File: src/rtl/axis2fib_txctrl_gen_if.sv
// User-side AXI4-Stream TX bus feeding axis2fib_txctrl_gen.
// master drives the beat, slave (the controller) returns tready.
interface axis2fib_txctrl_gen_if #(
    parameter int DATA_WIDTH = 64,
    parameter int KEEP_WIDTH = DATA_WIDTH / 8
);
    logic [DATA_WIDTH-1:0] tx_axis_mac_tdata;
    logic [KEEP_WIDTH-1:0] tx_axis_mac_tkeep;
    logic                  tx_axis_mac_tvalid;
    logic                  tx_axis_mac_tlast;
    logic                  tx_axis_mac_tuser;
    logic                  tx_axis_mac_tready;

    modport master (
        output tx_axis_mac_tdata, tx_axis_mac_tkeep, tx_axis_mac_tvalid,
               tx_axis_mac_tlast, tx_axis_mac_tuser,
        input  tx_axis_mac_tready
    );

    modport slave (
        input  tx_axis_mac_tdata, tx_axis_mac_tkeep, tx_axis_mac_tvalid,
               tx_axis_mac_tlast, tx_axis_mac_tuser,
        output tx_axis_mac_tready
    );
endinterface

File: src/rtl/axis2fib_txctrl_gen.sv
// TX ingress controller: AXI4-Stream frames -> bridge TX data FIFO plus one wbcnt word per frame.
// Optional per-frame statistics output enabled by defining AXIS2FIB_TXSTATS_EN.
module axis2fib_txctrl_gen #(
    parameter int DATA_WIDTH = 64,
    parameter int KEEP_WIDTH = DATA_WIDTH / 8,
    parameter int BCNT_WIDTH = 32,
    parameter int DATA_PTR   = 8,
    parameter int DATA_DEPTH = 512,
    parameter int MAX_BYTES  = 1518
) (
    input  logic                  tx_mac_aclk,
    input  logic                  reset,
    axis2fib_txctrl_gen_if.slave  axis,
    output logic [DATA_WIDTH-1:0] wr2_txdata_fifo,
    output logic                  txdata_wrreq,
    input  logic                  txdata_wrfull,
    input  logic [DATA_PTR:0]     txdata_wrusedw,
    output logic [BCNT_WIDTH-1:0] wr2_txwbcnt_fifo,
    output logic                  txwbcnt_wrreq,
    input  logic                  txwbcnt_wrfull,
    output logic                  bcnt_oversize,
    output logic [31:0]           tx_statistics_vector,
    output logic                  tx_statistics_valid
);
    localparam int MAX_BEATS = (MAX_BYTES + KEEP_WIDTH - 1) / KEEP_WIDTH;
    localparam int BEAT_W    = $clog2(MAX_BEATS + 1);
    localparam int POP_W     = $clog2(KEEP_WIDTH + 1);
    // Room for a whole worst-case frame plus 2 words of wrusedw lag.
    localparam logic [31:0] SPACE_LIMIT = 32'(DATA_DEPTH - MAX_BEATS - 2);

    localparam logic [3:0] S_IDLE    = 4'b0001;
    localparam logic [3:0] S_DATA    = 4'b0010;
    localparam logic [3:0] S_DISCARD = 4'b0100;
    localparam logic [3:0] S_BCNT    = 4'b1000;

    logic [3:0]            state;
    logic                  tready;
    logic [15:0]           bcnt;
    logic [BEAT_W-1:0]     beat_cnt;
    logic                  err_flag;
    logic                  ovs_flag;

    logic                  accept;
    logic [KEEP_WIDTH-1:0] keep;
    logic [POP_W-1:0]      keep_pop;
    logic                  keep_bad;
    logic                  space_ok;
    logic                  at_limit;
    logic                  wbcnt_fire;
    logic [BCNT_WIDTH-1:0] bcnt_word;

    assign axis.tx_axis_mac_tready = tready;
    assign accept   = tready & axis.tx_axis_mac_tvalid;
    assign space_ok = !txdata_wrfull && (32'(txdata_wrusedw) <= SPACE_LIMIT);
    assign at_limit = (beat_cnt == BEAT_W'(MAX_BEATS));
    // Second BCNT cycle (wrreq already high) is the one that leaves the state.
    assign wbcnt_fire = (state == S_BCNT) && !txwbcnt_wrreq && !txwbcnt_wrfull;

    always_comb begin
        keep     = axis.tx_axis_mac_tkeep;
        keep_pop = '0;
        for (int i = 0; i < KEEP_WIDTH; i++) begin
            keep_pop = keep_pop + POP_W'(keep[i]);
        end
        // Legal tkeep is 2^n-1 with n>0, and all-ones unless on the last beat.
        keep_bad = (keep == '0) || ((keep & (keep + KEEP_WIDTH'(1))) != '0) ||
                   (!axis.tx_axis_mac_tlast && (keep != '1));
    end

    always_comb begin
        bcnt_word                 = '0;
        bcnt_word[BCNT_WIDTH-1]   = err_flag;
        bcnt_word[BCNT_WIDTH-2]   = ovs_flag;
        bcnt_word[15:0]           = bcnt;
    end

    always_ff @(posedge tx_mac_aclk) begin
        if (reset) begin
            state            <= S_IDLE;
            tready           <= 1'b0;
            bcnt             <= '0;
            beat_cnt         <= '0;
            err_flag         <= 1'b0;
            ovs_flag         <= 1'b0;
            wr2_txdata_fifo  <= '0;
            txdata_wrreq     <= 1'b0;
            wr2_txwbcnt_fifo <= '0;
            txwbcnt_wrreq    <= 1'b0;
            bcnt_oversize    <= 1'b0;
        end else begin
            txdata_wrreq  <= 1'b0;
            txwbcnt_wrreq <= 1'b0;
            case (state)
                S_IDLE: begin
                    if (space_ok) begin
                        state  <= S_DATA;
                        tready <= 1'b1;
                    end
                end
                S_DATA: begin
                    if (accept) begin
                        if (axis.tx_axis_mac_tuser || keep_bad) begin
                            err_flag <= 1'b1;
                        end
                        if (at_limit) begin
                            ovs_flag      <= 1'b1;
                            bcnt_oversize <= 1'b1;
                        end else begin
                            wr2_txdata_fifo <= axis.tx_axis_mac_tdata;
                            txdata_wrreq    <= 1'b1;
                            bcnt            <= bcnt + 16'(keep_pop);
                            beat_cnt        <= beat_cnt + BEAT_W'(1);
                        end
                        if (axis.tx_axis_mac_tlast) begin
                            state  <= S_BCNT;
                            tready <= 1'b0;
                        end else if (at_limit) begin
                            state <= S_DISCARD;
                        end
                    end
                end
                S_DISCARD: begin
                    if (accept) begin
                        if (axis.tx_axis_mac_tuser) begin
                            err_flag <= 1'b1;
                        end
                        if (axis.tx_axis_mac_tlast) begin
                            state  <= S_BCNT;
                            tready <= 1'b0;
                        end
                    end
                end
                S_BCNT: begin
                    if (txwbcnt_wrreq) begin
                        if (space_ok) begin
                            state  <= S_DATA;
                            tready <= 1'b1;
                        end else begin
                            state <= S_IDLE;
                        end
                    end else if (wbcnt_fire) begin
                        wr2_txwbcnt_fifo <= bcnt_word;
                        txwbcnt_wrreq    <= 1'b1;
                        bcnt             <= '0;
                        beat_cnt         <= '0;
                        err_flag         <= 1'b0;
                        ovs_flag         <= 1'b0;
                    end
                end
                default: begin
                    state  <= S_IDLE;
                    tready <= 1'b0;
                end
            endcase
        end
    end

`ifdef AXIS2FIB_TXSTATS_EN
    logic [7:0] frame_cnt;

    always_ff @(posedge tx_mac_aclk) begin
        if (reset) begin
            frame_cnt            <= '0;
            tx_statistics_vector <= '0;
            tx_statistics_valid  <= 1'b0;
        end else begin
            tx_statistics_valid <= 1'b0;
            if (wbcnt_fire) begin
                tx_statistics_vector <= {err_flag, ovs_flag, 6'b0, frame_cnt, bcnt};
                tx_statistics_valid  <= 1'b1;
                frame_cnt            <= frame_cnt + 8'd1;
            end
        end
    end
`else
    assign tx_statistics_vector = '0;
    assign tx_statistics_valid  = 1'b0;
`endif
endmodule

File: src/flat_wrapper.sv
// flat-port wrapper written by rule: the top's interface ports become plain ports
module axis2fib_txctrl_gen_flat 
#(
    parameter int DATA_WIDTH = 64,
    parameter int KEEP_WIDTH = DATA_WIDTH / 8,
    parameter int BCNT_WIDTH = 32,
    parameter int DATA_PTR   = 8,
    parameter int DATA_DEPTH = 512,
    parameter int MAX_BYTES  = 1518
)
  (tx_mac_aclk, reset, wr2_txdata_fifo, txdata_wrreq, txdata_wrfull, txdata_wrusedw, wr2_txwbcnt_fifo, txwbcnt_wrreq, txwbcnt_wrfull, bcnt_oversize, tx_statistics_vector, tx_statistics_valid, axis_tx_axis_mac_tdata, axis_tx_axis_mac_tkeep, axis_tx_axis_mac_tvalid, axis_tx_axis_mac_tlast, axis_tx_axis_mac_tuser, axis_tx_axis_mac_tready);
  axis2fib_txctrl_gen_if #(.DATA_WIDTH(DATA_WIDTH), .KEEP_WIDTH(KEEP_WIDTH)) axis_i ();
  input  logic tx_mac_aclk;
  input  logic reset;
  output logic [DATA_WIDTH-1:0] wr2_txdata_fifo;
  output logic txdata_wrreq;
  input  logic txdata_wrfull;
  input  logic [DATA_PTR:0] txdata_wrusedw;
  output logic [BCNT_WIDTH-1:0] wr2_txwbcnt_fifo;
  output logic txwbcnt_wrreq;
  input  logic txwbcnt_wrfull;
  output logic bcnt_oversize;
  output logic [31:0] tx_statistics_vector;
  output logic tx_statistics_valid;
  input wire logic [$bits(axis_i.tx_axis_mac_tdata)-1:0] axis_tx_axis_mac_tdata;
  input wire logic [$bits(axis_i.tx_axis_mac_tkeep)-1:0] axis_tx_axis_mac_tkeep;
  input wire logic [$bits(axis_i.tx_axis_mac_tvalid)-1:0] axis_tx_axis_mac_tvalid;
  input wire logic [$bits(axis_i.tx_axis_mac_tlast)-1:0] axis_tx_axis_mac_tlast;
  input wire logic [$bits(axis_i.tx_axis_mac_tuser)-1:0] axis_tx_axis_mac_tuser;
  output wire logic [$bits(axis_i.tx_axis_mac_tready)-1:0] axis_tx_axis_mac_tready;
  assign axis_i.tx_axis_mac_tdata = axis_tx_axis_mac_tdata;
  assign axis_i.tx_axis_mac_tkeep = axis_tx_axis_mac_tkeep;
  assign axis_i.tx_axis_mac_tvalid = axis_tx_axis_mac_tvalid;
  assign axis_i.tx_axis_mac_tlast = axis_tx_axis_mac_tlast;
  assign axis_i.tx_axis_mac_tuser = axis_tx_axis_mac_tuser;
  assign axis_tx_axis_mac_tready = axis_i.tx_axis_mac_tready;
  axis2fib_txctrl_gen #(.DATA_WIDTH(DATA_WIDTH), .KEEP_WIDTH(KEEP_WIDTH), .BCNT_WIDTH(BCNT_WIDTH), .DATA_PTR(DATA_PTR), .DATA_DEPTH(DATA_DEPTH), .MAX_BYTES(MAX_BYTES)) u_core (.tx_mac_aclk(tx_mac_aclk), .reset(reset), .axis(axis_i), .wr2_txdata_fifo(wr2_txdata_fifo), .txdata_wrreq(txdata_wrreq), .txdata_wrfull(txdata_wrfull), .txdata_wrusedw(txdata_wrusedw), .wr2_txwbcnt_fifo(wr2_txwbcnt_fifo), .txwbcnt_wrreq(txwbcnt_wrreq), .txwbcnt_wrfull(txwbcnt_wrfull), .bcnt_oversize(bcnt_oversize), .tx_statistics_vector(tx_statistics_vector), .tx_statistics_valid(tx_statistics_valid));
endmodule
File: config.mk
export PLATFORM = sky130hd
export DESIGN_NAME = axis2fib_txctrl_gen_flat
export DESIGN_NICKNAME = d
export VERILOG_FILES = /design/src/rtl/axis2fib_txctrl_gen_if.sv /design/src/rtl/axis2fib_txctrl_gen.sv /design/src/flat_wrapper.sv
export SDC_FILE = /design/constraint.sdc
export NUM_CORES = 1
export LEC_CHECK = 0
export BUFFER_PORTS_ARGS = -buffer_cell sky130_fd_sc_hd__buf_4
export CAP_MARGIN = 30
export CORE_ASPECT_RATIO = 0.5
export CORE_MARGIN = 4
export CORE_UTILIZATION = 50
export DETAILED_ROUTE_END_ITERATION = 12
export GPL_ROUTABILITY_DRIVEN = 0
export PLACE_DENSITY_LB_ADDON = 0.3
export SYNTH_ARGS = -nofsm -noshare
export SYNTH_HDL_FRONTEND = slang
export SYNTH_SLANG_ARGS = --single-unit
File: constraint.sdc
create_clock -name tx_mac_aclk -period 10.07 [get_ports tx_mac_aclk]
set_input_delay 1.5105 -clock tx_mac_aclk [delete_from_list [all_inputs] [get_ports tx_mac_aclk]]
set_output_delay 1.5105 -clock tx_mac_aclk [all_outputs]
set_load 0.01 [all_outputs]
==> qor.csv <==
metric,value,unit
wl_per_cell,14.2,um
routed_wirelength,13800,um
synthToLayoutAreaGrowth,32.6,%
io_pins,221,
synth_top_cell_by_area,dfxtp_1,
die_w,156,um
multi_input_area,2660,um2
grtUsageTotal,20.8,%
async_flop_share,0,%
ant_nets,0,
power,1220,uW
clk_latency,0.40,ns
rsz0062_at_grt,no,
tightest_slew,1.01,ns
dp_hpwl,9500,um
drive_above_1_share,25.8,%
netlist_area,5450,um2
drtIter0Drc,217,
setup_viol,0,
status,"complete, no violations",
p_leak,0.00304,uW
cts_tree,done,
grt_max_degree,95,
syn_inst,668,
hold_path.class,reg2reg,
layout_commonest_cell,nand2_1,
clk_pin_slew,0.05,ns
crit_type,in2reg,
vias,4878,
max_slew_margin,32.8,%
die_h,81.8,um
cp-end-kind,register,
reg2reg_depth,4,
postCtsHoldBufs,0,
cts.sinks,116,
synth_top_area_share,42.6,%
grt_pass1_wl,21600,um
min_period_over_period,50.7,%
initial_core_util,52.3,%
synthTopCellsByArea,"dfxtp_1 43%, nand2_1 13%, a21oi_1 8.5%, buf_4 6.8%, mux2i_1 2.6%",
synth_cell_types,55,
viasPerCell,5.01,
drv_cap,0,
rows,26,
grt-ovfl-total,0,
fillers,866,
regArea,2320,um2
synth_ff_type,dfxtp_1,
nets,925,
syn_area_per_cell,8.16,um2
fin_crit,5.11,ns
cts_made_buffers,17,
antenna_cells,0,
critPathArrivalTime,5.43,ns
port_buffers,173,
dpl_worst_slack,4.60,ns
antenna_found_initial,0,
fin_skew,0.0124,ns
crit_fanout,6,
min_path_cells,2,
htreeDepth,4,
drt_first_pass_iters,4,
hold_ws,0.452,ns
coreArea,10400,um2
grt_pass1_vias,4420,
power.density,169,nW/um2
post-cts-setup-buffers,0,
final.setup.tns,0,ns
slew_violations,0,
startpoint_type,input pin,
synth-seq-area-share,42.6,%
synth-edff-count,0,
finalWorstSetupSlack,4.96,ns
clockRootBuffer,clkbuf_16,
final_cell_mix,"192 x nand2_1, 176 x buf_4, 116 x dfxtp_1",
ir_drop,0.128,mV
die-area,12700,um2
clockBufferDepth,2,
cts_resized,0,
required,10.39,ns
yosysWarnings,0,
ys_ff_latch,116,
drc_errors,0,
max_freq,0.196,GHz
hold_violations,0,
[layout make-up]
type,instances,share of cell area [%]
multi-input combinational,487,36.9
sequential,116,32.1
tap,140,2.42
clock inverter,9,2.41
clock buffer,22,6.70
inverter,23,1.19
timing repair buffer,176,18.3
[flip-flops by register name, indices dropped and copies added (netlist names)]
register and cells:
u_core.wr2_txdata_fifo 64, u_core.wr2_txwbcnt_fifo 18, u_core.beat_cnt 8, u_core.ovs_flag 1, u_core.txwbcnt_wrreq 1, u_core.bcnt 16, u_core.bcnt_oversize 1, u_core.axis.tx_axis_mac_tready 1
u_core.err_flag 1, u_core.state 4, u_core.txdata_wrreq 1
[power by group]
group          internal (uW)  switching, uW  leakage, uW  total [uW]
sequential               462           4.82     0.000934         467
combinational           44.0           47.8      0.00178        91.8
clock                    463            201     0.000326         664
total                    969            253      0.00304        1220
[path summary, 6_finish.rpt]
kind                              start                         end  slack, ns
max           axis_tx_axis_mac_tkeep[0]             u_core.bcnt[13]       4.96
min reg2reg  u_core.wr2_txdata_fifo[45]  u_core.wr2_txdata_fifo[45]       0.45
min          u_core.wr2_txdata_fifo[45]  u_core.wr2_txdata_fifo[45]       0.45
max reg2reg             u_core.state[3]             u_core.bcnt[13]       7.48
[metal layers]
metal	up-vias	part of all wire, %	track usage (%)
li1	2459	-	-
met1	2254	42	25.1
met3	23	5.1	4.47
met4	0	1.7	6.90
met2	142	51	37.6
met5	-	0	0
[metrics by stage]
step | cells | area (um2) | util, %
4_1_cts | 973 | 7230 | 69.4
5_1_grt | 973 | 7230 | 69.4
6_report | 973 | 7230 | 69.4
3_3_place_gp | 942 | 6570 | 63.1
2_1_floorplan | 714 | 5620 | -
3_5_place_dp | 942 | 6570 | 63.1
[cell usage after synthesis, types with 3 or more instances]
cell type and count:
nor2b_1 5, and2_1 4, inv_1 22, nand3_1 10, o21a_1 3, xnor2_1 4, nor2_1 11, dfxtp_1 116
o21ai_1 4, a21oi_1 93, a2111o_1 5, mux2i_1 14, clkbuf_1 16, o2111ai_1 5, and3_1 3, fa_1 5
nand2b_1 10, a2111oi_1 7, buf_4 49, nand2_1 192, buf_2 22, ha_1 11, nor3_1 7, a211oi_1 8
[critical path, cell delays in order]
cell and delay [ns]:
buf_4 0.09, inv_1 0.05, ha_1 0.28, inv_1 0.05
fa_1 0.50, fa_1 0.45, fa_1 0.42, fa_1 0.39
xnor2_1 0.14, ha_1 0.36, o21a_1 0.17, a21oi_1 0.20
a2111oi_1 0.58, mux2i_1 0.25
[cells by family (layout without fill, tap and decap cells)]
family | after synthesis | in the layout | share of synthesized area [%]
fa+ha+maj | 16 | 16 | 4.36
mux | 15 | 15 | 2.78
buf+inv | 111 | 230 | 11.7
compound gates | 146 | 146 | 16.9
other cells | 1 | 47 | 0.0688
simple gates | 258 | 258 | 20.8
flops | 116 | 116 | 42.6
xor+xnor | 5 | 5 | 0.804
(Power assumes the default switching activity.)
